$ cat config.mk
export PLATFORM = sky130hd
export DESIGN_NAME = layer_sink
export DESIGN_NICKNAME = d
export VERILOG_FILES = /design/src/rtl/nn_pkg.sv /design/src/rtl/layer_sink.sv
export SDC_FILE = /design/constraint.sdc
export NUM_CORES = 1
export LEC_CHECK = 0
export ABC_CLOCK_PERIOD_IN_PS = 4500
export CAP_MARGIN = 10
export CORE_MARGIN = 10
export CORE_UTILIZATION = 46
export DETAILED_ROUTE_END_ITERATION = 6
export PLACE_DENSITY = 0.9
export SLEW_MARGIN = 20
export SYNTH_ARGS = -nofsm -noshare
export SYNTH_HDL_FRONTEND = slang
export SYNTH_SLANG_ARGS = --single-unit
$ cat constraint.sdc
create_clock -name clk_i -period 4.5 [get_ports clk_i]
set_clock_uncertainty 0.2 [all_clocks]
set_input_delay 1.125 -clock clk_i [delete_from_list [all_inputs] [get_ports clk_i]]
set_output_delay 1.125 -clock clk_i [all_outputs]
set_load 0.005 [all_outputs]
$ cat src/rtl/nn_pkg.sv
// Shared definitions for the neuron-layer blocks.
//   DATA_W     : activation width on the forward-propagation req/ack protocol
//   st_sink_e  : layer_sink FSM state encoding
package nn_pkg;

   localparam int unsigned DATA_W = 32;

   typedef enum logic [1:0] {
      ST_COLLECT = 2'd0,
      ST_ARGMAX  = 2'd1,
      ST_PRESENT = 2'd2
   } st_sink_e;

endpackage

$ cat src/rtl/layer_sink.sv
// layer_sink: receiving end of the last neuron layer.
// Collects one activation per lane over per-lane req/ack, then runs a sequential
// signed argmax over the captured frame and offers it to the host on valid/ready.
//
// Ports:
//   clk_i        clock, rising edge
//   reset_ni     asynchronous active-low reset
//   shift_i      synchronous soft clear (scan load in progress)
//   actv_i       lane data, lane i at [DATA_W*i +: DATA_W]
//   req_i        per-lane request, held until acked
//   ack_o        per-lane one-cycle ack pulse
//   data_o       captured frame, packed like actv_i
//   max_o        largest lane value (signed)
//   argmax_o     index of the largest lane (lowest index on ties)
//   valid_o      frame available to host
//   ready_i      host accepts frame
//   busy_o       high while scanning or presenting (upstream stalled)
//   frame_cnt_o  frames accepted by host, wraps
module layer_sink #(
   parameter int unsigned NUM_INPUTS = 4,
   parameter int unsigned DATA_W     = nn_pkg::DATA_W,
   parameter int unsigned CNT_W      = 16,
   localparam int unsigned IDX_W     = (NUM_INPUTS > 1) ? $clog2(NUM_INPUTS) : 1
) (
   input  logic                         clk_i,
   input  logic                         reset_ni,
   input  logic                         shift_i,
   input  logic [DATA_W*NUM_INPUTS-1:0] actv_i,
   input  logic [NUM_INPUTS-1:0]        req_i,
   output logic [NUM_INPUTS-1:0]        ack_o,
   output logic [DATA_W*NUM_INPUTS-1:0] data_o,
   output logic [DATA_W-1:0]            max_o,
   output logic [IDX_W-1:0]             argmax_o,
   output logic                         valid_o,
   input  logic                         ready_i,
   output logic                         busy_o,
   output logic [CNT_W-1:0]             frame_cnt_o
);

   import nn_pkg::*;

   localparam logic [IDX_W-1:0] LastK = IDX_W'(NUM_INPUTS - 1);

   st_sink_e                     state_q, state_d;
   logic [NUM_INPUTS-1:0]        got_q, got_d;
   logic [NUM_INPUTS-1:0]        ack_q, ack_d;
   logic [DATA_W*NUM_INPUTS-1:0] data_q, data_d;
   logic [DATA_W-1:0]            max_q, max_d;
   logic [IDX_W-1:0]             argmax_q, argmax_d;
   logic [IDX_W-1:0]             k_q, k_d;
   logic                         valid_q, valid_d;
   logic [CNT_W-1:0]             cnt_q, cnt_d;

   logic [DATA_W-1:0]            lane_k;

   // Lane under scan comes from the captured bank, not from actv_i.
   assign lane_k = data_q[DATA_W*k_q +: DATA_W];

   always_comb begin
      state_d  = state_q;
      got_d    = got_q;
      ack_d    = '0;
      data_d   = data_q;
      max_d    = max_q;
      argmax_d = argmax_q;
      k_d      = k_q;
      valid_d  = valid_q;
      cnt_d    = cnt_q;

      if (shift_i) begin
         state_d = ST_COLLECT;
         got_d   = '0;
         valid_d = 1'b0;
         k_d     = '0;
      end else begin
         case (state_q)
            ST_COLLECT: begin
               if (&got_q) begin
                  state_d = ST_ARGMAX;
                  k_d     = '0;
               end else begin
                  // got_q masks requests still held after their ack.
                  for (int i = 0; i < NUM_INPUTS; i++) begin
                     if (req_i[i] && !got_q[i]) begin
                        data_d[DATA_W*i +: DATA_W] = actv_i[DATA_W*i +: DATA_W];
                        got_d[i]                   = 1'b1;
                        ack_d[i]                   = 1'b1;
                     end
                  end
               end
            end

            ST_ARGMAX: begin
               if (k_q == '0) begin
                  max_d    = lane_k;
                  argmax_d = '0;
               end else if ($signed(lane_k) > $signed(max_q)) begin
                  // Strict compare keeps the lower index on ties.
                  max_d    = lane_k;
                  argmax_d = k_q;
               end
               if (k_q == LastK) begin
                  state_d = ST_PRESENT;
                  valid_d = 1'b1;
               end else begin
                  k_d = k_q + IDX_W'(1);
               end
            end

            ST_PRESENT: begin
               if (valid_q && ready_i) begin
                  valid_d = 1'b0;
                  got_d   = '0;
                  cnt_d   = cnt_q + CNT_W'(1);
                  state_d = ST_COLLECT;
               end
            end

            default: begin
               state_d = ST_COLLECT;
            end
         endcase
      end
   end

   always_ff @(posedge clk_i or negedge reset_ni) begin
      if (!reset_ni) begin
         state_q  <= ST_COLLECT;
         got_q    <= '0;
         ack_q    <= '0;
         data_q   <= '0;
         max_q    <= '0;
         argmax_q <= '0;
         k_q      <= '0;
         valid_q  <= 1'b0;
         cnt_q    <= '0;
      end else begin
         state_q  <= state_d;
         got_q    <= got_d;
         ack_q    <= ack_d;
         data_q   <= data_d;
         max_q    <= max_d;
         argmax_q <= argmax_d;
         k_q      <= k_d;
         valid_q  <= valid_d;
         cnt_q    <= cnt_d;
      end
   end

   assign ack_o       = ack_q;
   assign data_o      = data_q;
   assign max_o       = max_q;
   assign argmax_o    = argmax_q;
   assign valid_o     = valid_q;
   assign busy_o      = (state_q == ST_ARGMAX) || (state_q == ST_PRESENT);
   assign frame_cnt_o = cnt_q;

endmodule

Word-level counts from Yosys, hierarchy flattened
Cells that the tools add are included.

storage, ports and cells
  input port bits = 136
  ROM bits = 0
  memory bits (writable) = 0
  memories kept = 0
  output and inout port bits = 184
  bits in registers = 191
  logic and storage cells = 95
  latch bits = 0

cells by class
  add/subtract/negate cells = 2
  multiply operators = 0
  eq/ne operators = 12
  bitwise logic cells = 2
  shift-type cells = 1
  divide/modulo/power cells = 0
  mux-type cells = 32
  $lt $le $gt $ge = 1
  reduce and logical (&&, ||, !) cells = 30

operator list
  kind                   number
  $shiftx 128x8->32      1
  $mux 32                2
  $reduce_and 4->1       9
  $gt 32x32->1           1
  $ne 3x3->1 const B     9
  $mux 4                 6
  $mux 2                 9
  $add 16x1->16 const B  1
  $reduce_and 3->1       5
  $mux 1                 11
  $reduce_bool 3->1      3
  $pmux 4 s2             1
  $pmux 2 s3             1
  $logic_and 1x1->1      5
  $eq 2x2->1 const B     2
  $logic_not 1->1        4
  $logic_not 2->1        2
  $pmux 2 s2             1
  $add 2x1->2 const B    1
  $eq 2x1->1 const B     1
  $not 1->1              2
  $pmux 1 s2             1
  $reduce_bool 2->1      1
  $logic_or 1x1->1       1

Longest topological paths before layout
Gate-level depths: netlist of the first run.

  depth after elaboration = 6
  depth in mapped cells = 13
  gate-level depth less buffers = 10

Worst setup path before layout of the first run
Ideal clock, no wire load.

  kind = reg-to-reg
  start point = register k_q[0]
  end point = register max_q[10] (netlist: max_o[10])
  path buffers = 3
  slack = 528 ps
  required time = 4175 ps
  data arrival time = 3647 ps
  period minus slack after synthesis = 3972 ps
  stages on the path, launching flop included = 13
  cells stage by stage = dfrtp_1 -> clkbuf_1 -> buf_2 -> mux4_2 -> ha_1 -> a21oi_2 -> o21a_1 -> o21ai_1 -> a2111o_1 -> or3b_4 -> nand3_4 -> buf_12 -> mux2_4

on the way
  cells in the longest elaborated chain, start to end = 4
  elaborated cells between the ends (all ways) = 7
  those cells by class = order compare: 1; shift: 1; mux: 2; reduce/logical: 3

RTL lines
  item                         line               RTL
  from (decl)                  layer_sink.sv:50   logic [IDX_W-1:0] k_q, k_d;
  from (signal assigned)       layer_sink.sv:144  k_q <= k_d;
  $shiftx 128x8->32            layer_sink.sv:57   assign lane_k = data_q[DATA_W*k_q +: DATA_W];
  via lane_k[23]               layer_sink.sv:54   logic [DATA_W-1:0] lane_k;
  $gt 32x32->1                 layer_sink.sv:97   end else if ($signed(lane_k) > $signed(max_q)) begin
  $reduce_bool 2->1 (no line)  n/a
  $reduce_and 3->1 (no line)   n/a
  to (signal assigned)         layer_sink.sv:142  max_q <= max_d;
  to (decl)                    layer_sink.sv:48   logic [DATA_W-1:0] max_q, max_d;

The timed path passes the listed nets, and every way through them passes these cells. The select of a mux whose other input is x is not followed.
A chain may end at the register's enable or synchronous reset.

Worst setup path in the final report of the first run
  start point = register k_q[0]
  end point = register argmax_q[0] (netlist: argmax_o[0])

on the way
  cells in the longest elaborated chain, start to end = 4
  elaborated cells between the ends (all ways) = 7
  those cells by class = order compare: 1; shift: 1; mux: 2; reduce/logical: 3

RTL lines
  item                         line               RTL
  $shiftx 128x8->32            layer_sink.sv:57
  via lane_k[18]               layer_sink.sv:54
  $gt 32x32->1                 layer_sink.sv:97
  $reduce_bool 2->1 (no line)  n/a
  $reduce_and 3->1 (no line)   n/a
  to (signal assigned)         layer_sink.sv:143  argmax_q <= argmax_d;
  to (decl)                    layer_sink.sv:49   logic [IDX_W-1:0] argmax_q, argmax_d;

The timed path passes the listed nets, and every way through them passes these cells. The select of a mux whose other input is x is not followed.

==> results by group, run 1 <==
Run status
  – Status: finished, final reports clean

Critical path
  – CP Data Required Time: 4610 ps
  – Max FO, Critical Path: 22
  – Crit path max-delay cell type: dfrtp_2
  – Max incr delay on CP: 660 ps
  – Type of the worst setup path: flop to flop
  – Crit start category: flop
  – Crit-path cells: buf_4 -> mux4_2 -> ha_1 -> nand2_1 -> o21a_1 -> o21ai_1 -> a2111o_1 -> or3b_4 -> nand3_4 -> buf_12 -> mux2_2
  – Critical path arrival: 4120 ps
  – CP Capture Type: flop

STA
  – Fin crit share: 0.890
  – Number of setup violations in the final report: 0
  – Fmax achieved: 250 MHz
  – Worst rel slew slack: 0.530
  – Fin worst setup slack: 494 ps
  – Hold Fails Final Rpt: 0
  – Final setup TNS: 0 ps
  – Count of final max-slew check failures: 0
  – Worst slew pin tran: 705 ps
  – Crit path time final: 4010 ps
  – RSZ-0062 raised after global routing: false

Yosys
  – Share of the synthesized area in the top cell type: 0.527
  – Area of the mapped netlist: 9080 sq um
  – Synth area leader: dfrtp_1
  – Average size of a mapped cell: 14.5 sq um
  – Ys Warns: 0
  – Sequential element share of the synthesized area: 0.527
  – Unique masters post-synth: 41
  – Post-Synthesis Cells: 628
  – Yosys reg bits: 191
  – Largest cells by area after synthesis: dfrtp_1 53%, mux2_2 17%, mux4_2 7.9%
  – Syn_nets: 803

Place
  – Final HPWL DP: 21400 microns
  – Pre-CTS setup slack: 432 ps
  – Final RePlAce weighted congestion: 0.791
  – IO buf count: 319
  – Dpl cell area: 12600 sq um

Clock network
  – Clock Sinks: 191
  – Deepest clock path buffer count: 2
  – H-tree depth: 4
  – Clock latency on the worst-skew pair: 430 ps
  – Num CTS Buffers: 17
  – Clk slew on worst S/H paths: 70 ps
  – CTS tree: built
  – Hold_buf cts: 0
  – Post-CTS Setup Inserts: 0
  – CTS Root Cell: clkbuf_16
  – PostCTS Resize Cnt: 0

Floorplanning
  – Die width: 160 microns
  – Chip height: 160 microns
  – Rows: 51
  – Ports: 320
  – Initial Util: 0.466
  – Die Area: 25700 sq um
  – Core area: 19500 sq um

Pwr
  – Pwr/cell area: 424 nW/um^2
  – Sequential share of power: 0.417
  – Peak supply drop: 0.268 mV
  – P_leak: 0.00545 uW
  – Comb pwr share: 0.312
  – Part of the power in the clock network: 0.270
  – Psw: 1620 uW
  – Sw Ratio: 0.290
  – Cell Int Power: 3970 uW

Global route
  – Vias in the first global route: 7293
  – Largest net degree at the start of global routing: 82
  – Gr usage total: 0.215
  – Gr ovfl total: 0
  – Antenna violations before repair: 0
  – Global-route wire length before repair: 43200 microns

Finish
  – Commonest non-fill, non-tap cells in the layout: 318 x clkdlybuf4s50_1, 189 x dfrtp_1, 133 x mux2_2
  – FILL cells: 1429
  – Nets@finish: 1130
  – Synthesis-to-layout area growth: 45.4%
  – Final instance area: 13200 sq um
  – Share of cells above drive strength 1: 0.261
  – Most common cell after layout, fill and taps aside: clkdlybuf4s50_1
  – Ant. Diodes: 0

Route
  – Drt pass-1 iters: 4
  – Post-DRT Antenna Nets: 0
  – WL per Instance: 22.4 microns
  – DRC Markers: 0
  – Initial DRC Count: 326
  – Final wirelength: 27600 microns
  – DR vias: 6458
  – DR vias/cell: 5.24

Job
  – Max-Cap Viols: 0

Worst hold path
  – Worst hold-check path type: flop to flop
## power groups by stage
stage | Clock, uW | Sequential (uW) | Combinational [uW]
2_1_floorplan | 0 | 2300 | 717
4_1_cts | 1550 | 2330 | 1780
5_1_grt | 1630 | 2380 | 1900
3_5_place_dp | 0 | 2360 | 1760
6_report | 1510 | 2330 | 1750
3_3_place_gp | 0 | 2350 | 1720
## flip-flops by register name, indices dropped and copies added, names as in the netlist
| signal | cells |
|---|---|
| k_q | 2 |
| argmax_o | 2 |
| frame_cnt_o | 16 |
| max_o | 32 |
| state_q | 2 |
| ack_o | 4 |
| valid_o | 1 |
| data_o | 128 |
| got_q | 4 |
## through the flow
step | hold WS, ps | instances | utilization | power, uW
after global routing | 302 | 1233 | 0.678 | 5900
after global placement | 262 | 1201 | 0.647 | 4070
after CTS | 276 | 1233 | 0.678 | 5670
after detailed placement | 267 | 1201 | 0.647 | 4120
final | 276 | 1233 | 0.678 | 5590
after floorplan | 268 | 628 | - | 3010
## layout make-up
class,instances,area [sq um],area share
inverter,38,143,0.0108
clock buffer,18,439,0.0333
tap,265,332,0.0251
multi-input combinational,374,4020,0.305
timing repair buffer,333,3330,0.252
sequential,191,4780,0.362
clock inverter,14,154,0.0117
## cells in the mapped netlist
cell type,instances
o21bai_1,1
ha_1,39
nand4_1,10
o21ai_1,1
nand3_1,9
and3_1,3
o211ai_1,3
a2111o_1,1
a21oi_1,20
buf_2,15
mux4_2,32
a211oi_1,1
a31oi_1,2
mux2_4,30
a22oi_1,2
a21boi_0,2
o22ai_1,2
nor2_1,19
or3b_4,1
o31a_1,1
clkbuf_1,7
xor2_1,5
a21oi_2,2
nor3_1,1
buf_12,3
nor3b_1,1
nand3_4,1
and4_1,1
nor3b_2,4
o21ai_0,2
nor4_1,1
dfrtp_1,191
a21o_1,1
mux2_2,133
nand2b_1,1
nand2_1,25
xnor2_1,10
or2_2,1
o21a_1,3
nor2b_1,3
inv_1,38
## worst max-delay path, delay by kind of cell (launching register included)
family          cells  cell delay, ps
compound gates      3             580
buf+inv             2             520
flops               1             660
fa+ha+maj           1             300
simple gates        3             710
mux                 2             880
## cell families (layout without fill, tap and decap cells)
kind of cell | count (synthesis) | after routing | share of synthesized area
xor gates and xnor gates | 15 | 15 | 0.0145
DFF | 191 | 191 | 0.527
buffers and inverters | 63 | 403 | 0.0335
muxes | 195 | 195 | 0.294
adders and majority gates | 39 | 39 | 0.0538
AOI/OAI and AO/OA | 44 | 44 | 0.0303
and+or+nand+nor | 81 | 81 | 0.0473
## final timing paths
| check | from | end | slack (ps) | depth (start not counted) |
|---|---|---|---|---|
| max in group asynchronous | reset_ni | frame_cnt_o[14]$_DFFE_PN0P_ | 2640 | 2 |
| min | frame_cnt_o[15]$_DFFE_PN0P_ | frame_cnt_o[15]$_DFFE_PN0P_ | 280 | 1 |
| min in group asynchronous | reset_ni | data_o[38]$_DFFE_PN0P_ | 490 | 1 |
| max | k_q[0]$_DFFE_PN0P_ | argmax_o[0]$_DFFE_PN0P_ | 490 | 11 |
| max reg2reg | k_q[0]$_DFFE_PN0P_ | argmax_o[0]$_DFFE_PN0P_ | 490 | 11 |
| min reg2reg | frame_cnt_o[15]$_DFFE_PN0P_ | frame_cnt_o[15]$_DFFE_PN0P_ | 280 | 1 |
## per-layer routing
layer,GRT usage,vias up,part of all wire
li1,-,2929,-
met1,0.240,3285,0.39
met2,0.387,205,0.53
met3,0.0596,39,0.058
met4,0.0664,0,0.023
met5,0,-,0
(Power assumes the default switching activity.)
==> inputs of run 2 (changes only) <==
--- a/config.mk
+++ b/config.mk
@@ -10,8 +10,8 @@
 export CORE_MARGIN = 10
 export CORE_UTILIZATION = 46
 export DETAILED_ROUTE_END_ITERATION = 6
+export GPL_ROUTABILITY_DRIVEN = 0
 export PLACE_DENSITY = 0.9
-export SLEW_MARGIN = 20
 export SYNTH_ARGS = -nofsm -noshare
 export SYNTH_HDL_FRONTEND = slang
 export SYNTH_SLANG_ARGS = --single-unit
==> results of run 2 <==
The final DEF is identical to that of run 1; final timing and power are the same.
